===== src/rtl/axi_pkg.sv =====
// axi_pkg: shared AXI read-path types, enums and width helpers.
// Default widths come from the D_*_WIDTH macros unless the build sets them.
`ifndef D_ID_WIDTH
`define D_ID_WIDTH 4
`endif
`ifndef D_ADDR_WIDTH
`define D_ADDR_WIDTH 32
`endif
`ifndef D_DATA_WIDTH
`define D_DATA_WIDTH 32
`endif

package axi_pkg;

  typedef enum logic [1:0] {
    BURST_FIXED = 2'd0,
    BURST_INCR  = 2'd1,
    BURST_WRAP  = 2'd2
  } burst_e;

  typedef enum logic [1:0] {
    RESP_OKAY   = 2'd0,
    RESP_EXOKAY = 2'd1,
    RESP_SLVERR = 2'd2,
    RESP_DECERR = 2'd3
  } resp_e;

  function automatic int ar_pld_w(int id_w, int addr_w);
    return id_w + addr_w + 16;
  endfunction

  function automatic int r_pld_w(int id_w, int data_w);
    return id_w + data_w + 3;
  endfunction

  typedef struct packed {
    logic [`D_ID_WIDTH-1:0]   id;
    logic [`D_ADDR_WIDTH-1:0] addr;
    logic [7:0]               len;
    logic [2:0]               size;
    burst_e                   burst;
    logic [2:0]               prot;
  } ar_pld_t;

  typedef struct packed {
    logic [`D_ID_WIDTH-1:0]   id;
    logic [`D_DATA_WIDTH-1:0] data;
    resp_e                    resp;
    logic                     last;
  } r_pld_t;

endpackage


===== src/rtl/axi_chan_fifo.sv =====
// axi_chan_fifo: valid/ready channel FIFO with registered in_ready.
// Ready is computed from the next occupancy so a same-cycle pop frees space.
module axi_chan_fifo
  import axi_pkg::*;
#(
  parameter int WIDTH = 8,
  parameter int DEPTH = 2
) (
  input  logic                       clk,
  input  logic                       rst_n,
  input  logic                       in_valid,
  output logic                       in_ready,
  input  logic [WIDTH-1:0]           in_data,
  output logic                       out_valid,
  input  logic                       out_ready,
  output logic [WIDTH-1:0]           out_data,
  output logic [$clog2(DEPTH+1)-1:0] count
);

  localparam int AW = $clog2(DEPTH);
  localparam int CW = $clog2(DEPTH + 1);

  logic [WIDTH-1:0] mem [DEPTH];
  logic [AW-1:0]    wr_ptr;
  logic [AW-1:0]    rd_ptr;
  logic [CW-1:0]    count_nxt;
  logic             push;
  logic             pop;

  assign push      = in_valid && in_ready;
  assign pop       = out_valid && out_ready;
  assign out_valid = (count != '0);
  assign out_data  = mem[rd_ptr];

  // Occupancy after this edge.
  always_comb begin
    count_nxt = count;
    unique case (1'b1)
      push && !pop: count_nxt = count + CW'(1);
      pop && !push: count_nxt = count - CW'(1);
      default:      count_nxt = count;
    endcase
  end

  // Pointers, occupancy and registered ready.
  always_ff @(posedge clk or negedge rst_n) begin
    if (!rst_n) begin
      wr_ptr   <= '0;
      rd_ptr   <= '0;
      count    <= '0;
      in_ready <= 1'b0;
    end else begin
      if (push) wr_ptr <= wr_ptr + AW'(1);
      if (pop)  rd_ptr <= rd_ptr + AW'(1);
      count    <= count_nxt;
      in_ready <= (count_nxt != CW'(DEPTH));
    end
  end

  // Storage array; contents need no reset.
  always_ff @(posedge clk) begin
    if (push) mem[wr_ptr] <= in_data;
  end

endmodule


===== src/rtl/axi_rd_slice.sv =====
// axi_rd_slice: AR/R buffer slice with outstanding-burst throttle.
// Define AXI_RD_SLICE_STAT_EN to add stat_beats / stat_throttle counters.
`ifndef D_ID_WIDTH
`define D_ID_WIDTH 4
`endif
`ifndef D_ADDR_WIDTH
`define D_ADDR_WIDTH 32
`endif
`ifndef D_DATA_WIDTH
`define D_DATA_WIDTH 32
`endif

module axi_rd_slice
  import axi_pkg::*;
#(
  parameter int ID_W      = `D_ID_WIDTH,
  parameter int ADDR_W    = `D_ADDR_WIDTH,
  parameter int DATA_W    = `D_DATA_WIDTH,
  parameter int AR_DEPTH  = 2,
  parameter int R_DEPTH   = 4,
  parameter int MAX_OUTST = 4
) (
  input  logic                              ACLK,
  input  logic                              ARSETn,
  input  logic                              s_ar_valid,
  output logic                              s_ar_ready,
  input  logic [ar_pld_w(ID_W,ADDR_W)-1:0]  s_ar_pld,
  output logic                              m_ar_valid,
  input  logic                              m_ar_ready,
  output logic [ar_pld_w(ID_W,ADDR_W)-1:0]  m_ar_pld,
  input  logic                              m_r_valid,
  output logic                              m_r_ready,
  input  logic [r_pld_w(ID_W,DATA_W)-1:0]   m_r_pld,
  output logic                              s_r_valid,
  input  logic                              s_r_ready,
  output logic [r_pld_w(ID_W,DATA_W)-1:0]   s_r_pld,
  output logic [7:0]                        outst_cnt
`ifdef AXI_RD_SLICE_STAT_EN
  ,
  output logic [31:0]                       stat_beats,
  output logic [31:0]                       stat_throttle
`endif
);

  localparam int AR_W = ar_pld_w(ID_W, ADDR_W);
  localparam int R_W  = r_pld_w(ID_W, DATA_W);
  localparam logic [7:0] MAX_C = 8'(MAX_OUTST);

  logic                          ar_head;
  logic                          room;
  logic                          ar_pop_ok;
  logic                          ar_hs;
  logic                          last_hs;
  logic [$clog2(AR_DEPTH+1)-1:0] ar_cnt_unused;
  logic [$clog2(R_DEPTH+1)-1:0]  r_cnt_unused;

  assign room       = (outst_cnt < MAX_C);
  assign m_ar_valid = ar_head && room;
  assign ar_pop_ok  = m_ar_ready && room;
  assign ar_hs      = m_ar_valid && m_ar_ready;
  assign last_hs    = s_r_valid && s_r_ready && s_r_pld[0];

  axi_chan_fifo #(.WIDTH(AR_W), .DEPTH(AR_DEPTH)) u_ar (
    .clk       (ACLK),
    .rst_n     (ARSETn),
    .in_valid  (s_ar_valid),
    .in_ready  (s_ar_ready),
    .in_data   (s_ar_pld),
    .out_valid (ar_head),
    .out_ready (ar_pop_ok),
    .out_data  (m_ar_pld),
    .count     (ar_cnt_unused)
  );

  axi_chan_fifo #(.WIDTH(R_W), .DEPTH(R_DEPTH)) u_r (
    .clk       (ACLK),
    .rst_n     (ARSETn),
    .in_valid  (m_r_valid),
    .in_ready  (m_r_ready),
    .in_data   (m_r_pld),
    .out_valid (s_r_valid),
    .out_ready (s_r_ready),
    .out_data  (s_r_pld),
    .count     (r_cnt_unused)
  );

  // Outstanding bursts: issue adds one, delivered RLAST removes one.
  always_ff @(posedge ACLK or negedge ARSETn) begin
    if (!ARSETn) begin
      outst_cnt <= '0;
    end else if (ar_hs && !last_hs) begin
      outst_cnt <= outst_cnt + 8'd1;
    end else if (last_hs && !ar_hs && outst_cnt != '0) begin
      outst_cnt <= outst_cnt - 8'd1;
    end
  end

`ifdef AXI_RD_SLICE_STAT_EN
  // Delivered-beat and throttled-cycle counters, free-running wrap.
  always_ff @(posedge ACLK or negedge ARSETn) begin
    if (!ARSETn) begin
      stat_beats    <= '0;
      stat_throttle <= '0;
    end else begin
      if (s_r_valid && s_r_ready)
        stat_beats <= stat_beats + 32'd1;
      if (ar_head && outst_cnt == MAX_C)
        stat_throttle <= stat_throttle + 32'd1;
    end
  end
`endif

endmodule

===== config.mk =====
export PLATFORM = sky130hd
export DESIGN_NAME = axi_rd_slice
export DESIGN_NICKNAME = d
export VERILOG_FILES = /design/src/rtl/axi_pkg.sv /design/src/rtl/axi_chan_fifo.sv /design/src/rtl/axi_rd_slice.sv
export SDC_FILE = /design/constraint.sdc
export NUM_CORES = 1
export LEC_CHECK = 0
export CORE_UTILIZATION = 52
export DETAILED_ROUTE_END_ITERATION = 10
export GPL_ROUTABILITY_DRIVEN = 0
export PLACE_DENSITY = 0.8
export SETUP_SLACK_MARGIN = 0.3
export SKIP_CTS_REPAIR_TIMING = 1
export SYNTH_ARGS = -nofsm -noshare
export SYNTH_HDL_FRONTEND = slang
export SYNTH_HIERARCHICAL = 1
export SYNTH_SLANG_ARGS = --single-unit

===== constraint.sdc =====
create_clock -name ACLK -period 3.5 [get_ports ACLK]
set_input_delay 0.35 -clock ACLK [delete_from_list [all_inputs] [get_ports ACLK]]
set_output_delay 0.35 -clock ACLK [all_outputs]
set_load 0.005 [all_outputs]

Word-level counts from Yosys, hierarchy flattened
Memory sizes are Yosys's and may differ from the RTL's.
Index checks and enable logic that the tools add are counted.
{ "classes": {"n_addsub": 10, "order_cmp": 1, "eq_ne": 2, "n_mux": 8, "reduce_logical": 25} }
{ "ops": {"columns": ["cell", "count"], "rows": [
  ["2-to-1 mux 8 bit", 2],
  ["logical AND 1 bit", 15],
  ["adder 8 x 1 -> 8 bit (second input constant)", 1],
  ["less-than comparator 8 x 3 -> 1 bit (second input constant)", 1],
  ["nonzero test 8 bit", 1],
  ["subtractor 8 x 1 -> 8 bit (second input constant)", 1],
  ["adder 2 x 1 -> 2 bit (second input constant)", 3],
  ["logical NOT 1 bit", 6],
  ["one-hot mux 3 bit (2 select lines)", 1],
  ["2-to-1 mux 1 bit", 4],
  ["one-hot mux 2 bit (2 select lines)", 1],
  ["nonzero test 2 bit", 2],
  ["adder 3 x 1 -> 3 bit (second input constant)", 1],
  ["inequality test 3 bit (second input constant)", 1],
  ["nonzero test 3 bit", 1],
  ["subtractor 3 x 1 -> 3 bit (second input constant)", 1],
  ["adder 1 bit (second input constant)", 2],
  ["inequality test 2 bit (second input constant)", 1],
  ["subtractor 2 x 1 -> 2 bit (second input constant)", 1]
]} }
{ "totals": {"reg_bits": 21, "mem_bits_rw": 260, "input_bits": 97, "out_inout_bits": 103, "word_cells": 57, "memories": 2} }
{ "memory_table": {"columns": ["name", "depth", "width", "rd", "rd_clocked_by_memory_dff", "write_ports", "line_no", "rtl"], "rows": [
  ["u_r.mem", 4, 39, 1, 0, 1, "axi_chan_fifo.sv:23", "logic [WIDTH-1:0] mem [DEPTH];"],
  ["u_ar.mem", 2, 52, 1, 0, 1, "axi_chan_fifo.sv:23", null]
]} }

Longest topological paths before layout
Gate-level depths: netlist of run 1.
{ "logic_depth": {"ltp_word": 8, "depth_mapped": 12, "mapped_depth_nobuf": 10} }

By module
The synthesis of run 1 kept the hierarchy.
{ "modules_own_cells": {"columns": ["module", "n_inst", "cells_each", "area_per_inst_um2"], "rows": [
  ["axi_chan_fifo at u_r", 1, 242, 6077.1],
  ["axi_chan_fifo at u_ar", 1, 184, 4032.6],
  ["axi_rd_slice", 1, 56, 634.4]
]} }

Least setup slack after synthesis of run 1
Ideal clock, no wire load.
{ "synth_timing": {"path_kind": "register to register", "start": "register u_r.rd_ptr[0]", "end": "register outst_cnt[6]", "arrival_ns": 3.013, "required_ns": 3.375, "slack_ns": 0.362, "stages_incl_launch_ff": 13, "path_cell_list": "dfrtp_1 -> buf_6 -> buf_6 -> mux4_2 -> nand3_1 -> and4_4 -> inv_1 -> fa_1 -> a21o_1 -> a311o_1 -> a21oi_1 -> xnor2_1 -> mux2_4"} }
{ "synth_via": {"elab_chain_cells": 5} }
{ "synth_lines": {"columns": ["item", "line_no", "rtl"], "rows": [
  ["from (decl)", "axi_chan_fifo.sv:25", "logic [AW-1:0] rd_ptr;"],
  ["from (signal assigned)", "axi_chan_fifo.sv:54", "if (pop) rd_ptr <= rd_ptr + AW'(1);"],
  ["memory (4 x 39 bit) (*)", null, null],
  ["via s_r_pld[0]", "axi_rd_slice.sv:36", "output logic [r_pld_w(ID_W,DATA_W)-1:0] s_r_pld,"],
  ["logical AND 1 bit (*)", "axi_rd_slice.sv:61", "assign last_hs = s_r_valid && s_r_ready && s_r_pld[0];"],
  ["logical NOT 1 bit or logical AND 1 bit (tied branches)", "axi_rd_slice.sv:91, axi_rd_slice.sv:93", null],
  ["logical AND 1 bit (on tied branches)", "axi_rd_slice.sv:91, axi_rd_slice.sv:93", null],
  ["2-to-1 mux 8 bit or nonzero test 2 bit (tied branches)", null, null],
  ["to (signal assigned)", "axi_rd_slice.sv:92", "outst_cnt <= outst_cnt + 8'd1;"],
  ["to (signal assigned)", "axi_rd_slice.sv:94", "outst_cnt <= outst_cnt - 8'd1;"],
  ["to (decl)", "axi_rd_slice.sv:37", "output logic [7:0] outst_cnt"]
]} }
Mark *: on every way through the listed nets, which the timed path passes. The rest lies on a longest branch.
A chain may end at the register's enable or synchronous reset.

Worst setup path after layout of run 1
{ "layout_timing": {"start": "register outst_cnt[4]", "end": "register outst_cnt[6]"} }
{ "layout_via": {"elab_chain_cells": 7} }
{ "layout_lines": {"columns": ["item", "line_no", "rtl"], "rows": [
  ["less-than comparator 8 x 3 -> 1 bit", "axi_rd_slice.sv:57", "assign room = (outst_cnt < MAX_C);"],
  ["logical AND 1 bit", "axi_rd_slice.sv:58", "assign m_ar_valid = ar_head && room;"],
  ["logical AND 1 bit", "axi_rd_slice.sv:60", "assign ar_hs = m_ar_valid && m_ar_ready;"],
  ["logical NOT 1 bit", "axi_rd_slice.sv:93", "end else if (last_hs && !ar_hs && outst_cnt != '0) begin"],
  ["logical AND 1 bit (2 in a row)", "axi_rd_slice.sv:93", null],
  ["nonzero test 2 bit (no source line)", null, null]
]} }
Several ways; a longest one is shown, not always the timed one. The select of a mux whose other input is x is not followed.

==> reports/qor.yml, run 1 <==
grt_pass1_vias: 5696
nNetsFinal: 824
layout-area-overhead-vs-synth_pct: 30.8
insertion_delay_ps: 530
port_buffers: 199
p_sw_mw: 3.15
slew_headroom: 0.320
rsz0062_at_grt: "true"
fin_crit_sh: 0.930
cts_buffers: 28
crit_chain: "or4_4 > nor3_4 > and4_4 > clkinvlp_4 > fa_2 > a21o_1 > a311o_1 > a21oi_2 > xnor2_1 > mux2_4"
yosysWarnings: 6
post_drt_wl_per_cell_microns: 20.5
die_x_microns: 146
seqPwrFrac: 0.410
synth_flop_cell: "edfxtp_1"
overflow: 0
drt_pass1_iterations: 4
cap_violations: 0
synthTopCellsByArea: "edfxtp_1 73%, mux4_2 8.2%, mux2_2 5.1%, dfrtp_1 4.9%, ha_1 1.4%"
ys_seq_elements: 281
leakage_nw: 4.80
cp_max_fo: 6
start_kind: "flip-flop"
clkPwrFrac: 0.253
max_freq_ghz: 0.307
vias: 5416
setup_viol: 0
syn_area_per_cell_sq_um: 22.3
synth_cell_types: 39
ios: 200
hold_violations: 0
yosys-top-cells-count: "260 x edfxtp_1, 49 x mux2_2, 39 x mux4_2"
syn_inst: 482
period_needed_ps: 3250
die_area_sq_um: 21200
start_util: 0.531
fin_ws_ps: 246
core_area_sq_um: 20200
synth-edff-count: 260
yosysTopAreaCell: "edfxtp_1"
drt_iter0_markers: 303
cp.arrival_ps: 3660
cts_root_buf: "clkbuf_16"
fill_cells: 1255
die_h_microns: 146
seq_area_sq_um: 8340
route.detailed.drc: 0
final.setup_skew_ps: 17.5
row_count: 52
fin_hold_ws_ps: 386
crit_path_top_delay_cell: "or4_4"
required_ps: 3900
hpwlAfterDp_microns: 13200
grt_antenna_before_repair: 3
dp_slack_ps: 265
grt_start_max_net_pins: 53
syn_nets: 593
path_clk_slew_ps: 60
cts_tree: "done"
hp-class: "input port to asynchronous set/reset pin"
clock-sinks: 281
ir_worst_vdd_v: 0.000489
synth_most_common_cell: "edfxtp_1"
syn-cell-area_sq_um: 10700
clockBufferDepth: 3
endpoint_kind: "flip-flop"
async_reset_ff_frac: 0.0747
status: "finished clean"
via_per_inst: 5.38
multiInputGateArea_sq_um: 2300
p_int_mw: 8.59
drv_slew: 0
worst_pin_slew_ps: 1020
cpPeakStageDelay_ps: 580
grt_usage: 0.196
p_per_area_nw_per_um2: 835
switching_share: 0.268
setup_tns_ps: 0
drive_above_1_share: 0.240
ant_nets: 0
combPwrFrac: 0.337
worstSetupPathType: "flip-flop to flip-flop"
htreeDepth: 1
synth_top_area_share: 0.727
wl_microns: 20600
grt_pass1_wl_microns: 31800
ys_seq_area_frac: 0.776
==> cells in the final DEF, fill, tap and decap left out, types with 3 or more instances in the layout <==
cell             instances
mux2_4                   9
clkdlybuf4s50_1        199
bufinv_16                4
nand2_1                  6
dfrtp_1                 18
ha_1                    11
clkinv_2                 3
clkinv_1                 8
a21oi_1                  4
edfxtp_1               260
clkbuf_1                 5
dfrtp_2                  3
mux4_2                  39
mux2_2                  49
clkbuf_16               29
buf_4                   17
inv_1                    6
xor2_1                   5
xnor2_1                 12
and3_2                   5
o21ai_0                  5
==> per-stage QoR <==
step | util | instance area (sq um) | power [mW] | instances
floorplan | - | 10700 | 6.94 | 482
global placement | 0.645 | 13000 | 8.62 | 949
detailed placement | 0.645 | 13000 | 8.76 | 949
CTS | 0.690 | 14000 | 11.8 | 1000
global route | 0.695 | 14100 | 12.3 | 1006
finish | 0.695 | 14100 | 11.7 | 1006
==> area by class of cell <==
| cell class | instances | area share |
|---|---|---|
| tap | 270 | 0.0240 |
| antenna | 2 | 0.000356 |
| clock inverter | 17 | 0.0129 |
| multi-input combinational | 179 | 0.164 |
| sequential | 281 | 0.593 |
| timing repair buffer | 216 | 0.151 |
| clock buffer | 34 | 0.0530 |
| inverter | 7 | 0.00214 |
==> path summary, 6_finish.rpt <==
kind                                     startpoint                         to  slack [ps]  depth (start not counted)
max                        outst_cnt[4]$_DFFE_PN0P_   outst_cnt[6]$_DFFE_PN0P_         250                         10
min                                          ARSETn   outst_cnt[7]$_DFFE_PN0P_         390                          1
max reg2reg                outst_cnt[4]$_DFFE_PN0P_   outst_cnt[6]$_DFFE_PN0P_         250                         10
min reg2reg                 u_ar/count[1]$_DFF_PN0_    u_ar/count[1]$_DFF_PN0_         540                          1
max in group asynchronous                    ARSETn  u_r/rd_ptr[1]$_DFFE_PN0P_        2420                          1
min in group ACLK                      s_ar_pld[14]  u_ar/mem[0][14]$_DFFE_PP_         400                          1
==> power groups by stage <==
stage                     Clock (mW)  Sequential, mW  Combinational (mW)
final                           2.97            4.82                3.95
after global routing            3.17            4.89                4.23
after CTS                       3.05            4.81                3.93
after detailed placement           0            4.87                3.88
after global placement             0            4.81                3.81
after floorplan                    0            4.75                2.19
==> critical path: cells and delay by family (launching register included) <==
kind,cells,cell delay [ps]
flops,1,420
xor+xnor,1,80
fa+ha+maj,1,410
simple gates,3,1120
buf+inv,1,180
compound gates,3,670
mux,1,260
==> per-layer routing <==
layer | vias to the layer above | routed length [microns] | GRT usage
li1 | 2418 | - | -
met1 | 2750 | 8290 | 0.255
met2 | 206 | 10100 | 0.323
met3 | 40 | 1700 | 0.0517
met4 | 2 | 518 | 0.0647
met5 | - | 12 | 0
==> registers in the layout, summed over array words and instances (netlist names) <==
signal	cells
u_r/rd_ptr	2
outst_cnt	8
u_r/in_ready	1
u_r/mem	156
u_ar/in_ready	1
u_r/wr_ptr	2
u_r/count	3
u_ar/rd_ptr	1
u_ar/wr_ptr	1
u_ar/mem	104
u_ar/count	2
==> kinds of logic (layout without fill, tap and decap cells) <==
family          after synthesis  after routing  share of synthesized area
simple gates                 28             28                     0.0162
buf+inv                      22            274                     0.0158
fa+ha+maj                    14             14                     0.0177
other cells                   0              2                          0
flops                       281            281                      0.776
compound gates               20             20                     0.0122
mux                         100            100                      0.149
xor+xnor                     17             17                     0.0139
Power figures use the tool's default switching activity.
==> inputs of run 2 (changes only) <==
--- a/config.mk
+++ b/config.mk
@@ -5,10 +5,9 @@
 export SDC_FILE = /design/constraint.sdc
 export NUM_CORES = 1
 export LEC_CHECK = 0
-export CORE_UTILIZATION = 52
+export CORE_UTILIZATION = 25
 export DETAILED_ROUTE_END_ITERATION = 10
 export GPL_ROUTABILITY_DRIVEN = 0
-export PLACE_DENSITY = 0.8
 export SETUP_SLACK_MARGIN = 0.3
 export SKIP_CTS_REPAIR_TIMING = 1
 export SYNTH_ARGS = -nofsm -noshare
==> reports/qor.yml, run 2 (synthesized netlist as in run 1, its figures left out) <==
nNetsFinal: 820  # -0.49%
worst_pin_slew_ps: 829  # -188 ps
vias: 5314  # -1.9%
grt_pass1_vias: 5601  # -1.7%
cts_tree: "done"
grt_pass1_wl_microns: 33900  # +6.5%
crit-reg2reg-launch: "outst_cnt[5]$_DFFE_PN0P_"
clockBufferDepth: 3  # unchanged
post_drt_wl_per_cell_microns: 17.8  # -13%
cap_violations: 0  # unchanged
htreeDepth: 1  # unchanged
cts_root_buf: "clkbuf_16"
ff2ff_path_depth: 10  # unchanged
route.detailed.drc: 0  # unchanged
grt_start_max_net_pins: 53  # unchanged
cp.arrival_ps: 3660  # about the same
drive_above_1_share: 0.232  # -0.00786
regToRegSetupSlack_ps: 280  # +40 ps
port_buffers: 199  # unchanged
cts_buffers: 31  # +11%
dp_slack_ps: 287  # +21.7 ps
leakage_nw: 4.81  # +0.19%
largest_reg_flops: 156  # unchanged
power_mw: 11.9  # +1.5%
core_area_sq_um: 42100  # +110%
grt_antenna_before_repair: 2  # -1
final_common_cell: "edfxtp_1"
drv_slew: 0  # unchanged
diodes: 0  # -2
endpoint_kind: "flip-flop"
path_clk_slew_ps: 60  # about the same
ant_nets: 0  # unchanged
die_area_sq_um: 43800  # +110%
status: "finished clean"
max_freq_ghz: 0.311  # +1.2%
reg_top3: "u_r/mem (156), u_ar/mem (104), outst_cnt (8)"
row_count: 75  # +44%
insertion_delay_ps: 580  # +50 ps
utilization: 0.342  # -0.352
design_area_sq_um: 14400  # +2.7%
clock-sinks: 281  # unchanged
setup_tns_ps: 0  # unchanged
rsz0062_at_grt: "true"
grt_usage: 0.102  # -0.0939
via_per_inst: 4.18  # -22%
overflow: 0  # unchanged
fill_cells: 4000  # +220%
drt_iter0_markers: 264  # -13%
die_h_microns: 209  # +44%
worstSetupPathType: "flip-flop to flip-flop"
seq_area_sq_um: 8340  # about the same
fin_cells: 1272  # +26%
start_kind: "flip-flop"
multiInputGateArea_sq_um: 2260  # -1.6%
slew_headroom: 0.446  # +0.126
mostFrequentLayoutCells: "260 x edfxtp_1, 199 x clkdlybuf4s50_1, 49 x mux2_2, 39 x mux4_2, 31 x clkbuf_16"
ios: 200  # unchanged
start_util: 0.255  # -0.276
ir_worst_vdd_v: 0.000516  # +5.4%
r2r_end: "outst_cnt[6]$_DFFE_PN0P_"
required_ps: 3940  # +40 ps
fin_crit_sh: 0.919  # -0.0109
hp-class: "input port to asynchronous set/reset pin"
setup_viol: 0  # unchanged
layout-area-overhead-vs-synth_pct: 34.3
hold_violations: 0  # unchanged
fin_ws_ps: 284  # +38.1 ps
p_per_area_nw_per_um2: 825  # -1.2%
cp_max_fo: 7  # +1
drt_pass1_iterations: 4  # unchanged
wl_microns: 22600  # +9.6%
largest_register: "u_r/mem"
period_needed_ps: 3220  # -38.1 ps
final.setup_skew_ps: 27.4  # +9.85 ps
placed_cells: 1215  # +28%
dpl-instance-area_sq_um: 13400  # +2.9%
hpwlAfterDp_microns: 14200  # +7.2%
fin_hold_ws_ps: 248  # -138 ps
die_x_microns: 209  # +44%
run 2: changes by cell type in the layout (fill, tap and decap cells not counted), sizes merged:
| cell | change |
|---|---|
| buf | -7 |
| inv | +5 |
| clkbuf | +2 |
| diode | -2 |
| bufinv | -1 |
| clkinv | -1 |
| clkinvlp | +1 |
run 2: how the worst max path moves through the flow:
stage	from	end	slack, ps	cells past startpoint
global placement	outst_cnt[5]$_DFFE_PN0P_	outst_cnt[6]$_DFFE_PN0P_	330	10
detailed placement	outst_cnt[5]$_DFFE_PN0P_	outst_cnt[6]$_DFFE_PN0P_	290	10
floorplan	u_r/rd_ptr[0]$_DFFE_PN0P_	outst_cnt[6]$_DFFE_PN0P_	360	12
global route	outst_cnt[5]$_DFFE_PN0P_	outst_cnt[6]$_DFFE_PN0P_	140	10
finish	outst_cnt[5]$_DFFE_PN0P_	outst_cnt[6]$_DFFE_PN0P_	280	10
CTS	u_r/rd_ptr[0]$_DFFE_PN0P_	s_r_pld[29]	190	3
run 2: per-layer routing:
layer / vias to the layer above / GRT usage / share of wire
li1: 2427 / - / -
met1: 2654 / 0.119 / 0.40
met2: 185 / 0.168 / 0.46
met3: 44 / 0.0474 / 0.11
met4: 4 / 0.0294 / 0.028
met5: - / 0 / 0.0012
run 2: power breakdown:
part | internal (mW) | switching, mW
Clock | 1.85 | 1.33
Sequential | 4.48 | 0.283
Combinational | 2.29 | 1.68
run 2: area by class of cell:
cell class,instances,share of cell area
sequential,281,0.578
multi-input combinational,179,0.157
timing repair buffer,209,0.148
clock buffer,36,0.0551
tap,539,0.0467
clock inverter,21,0.0139
inverter,7,0.00182
run 2: critical path, cell delays in order, from the launching register on:
cell     delay [ps]
dfrtp_1         420
or4_1           590
nor3_4          180
and4_4          280
inv_1           140
fa_1            430
a21o_1          190
a311o_1         350
a21oi_1         180
xnor2_1          80
mux2_4          260
==> inputs of run 3 (changes only) <==
--- a/config.mk
+++ b/config.mk
@@ -6,10 +6,13 @@
 export NUM_CORES = 1
 export LEC_CHECK = 0
 export CORE_UTILIZATION = 25
+export CTS_CLUSTER_DIAMETER = 200
 export DETAILED_ROUTE_END_ITERATION = 10
 export GPL_ROUTABILITY_DRIVEN = 0
+export HOLD_SLACK_MARGIN = 0.15
 export SETUP_SLACK_MARGIN = 0.3
 export SKIP_CTS_REPAIR_TIMING = 1
+export SKIP_LAST_GASP = 1
 export SYNTH_ARGS = -nofsm -noshare
 export SYNTH_HDL_FRONTEND = slang
 export SYNTH_HIERARCHICAL = 1
==> results of run 3 <==
No change in the layout: final DEF, timing and power equal those of run 2.
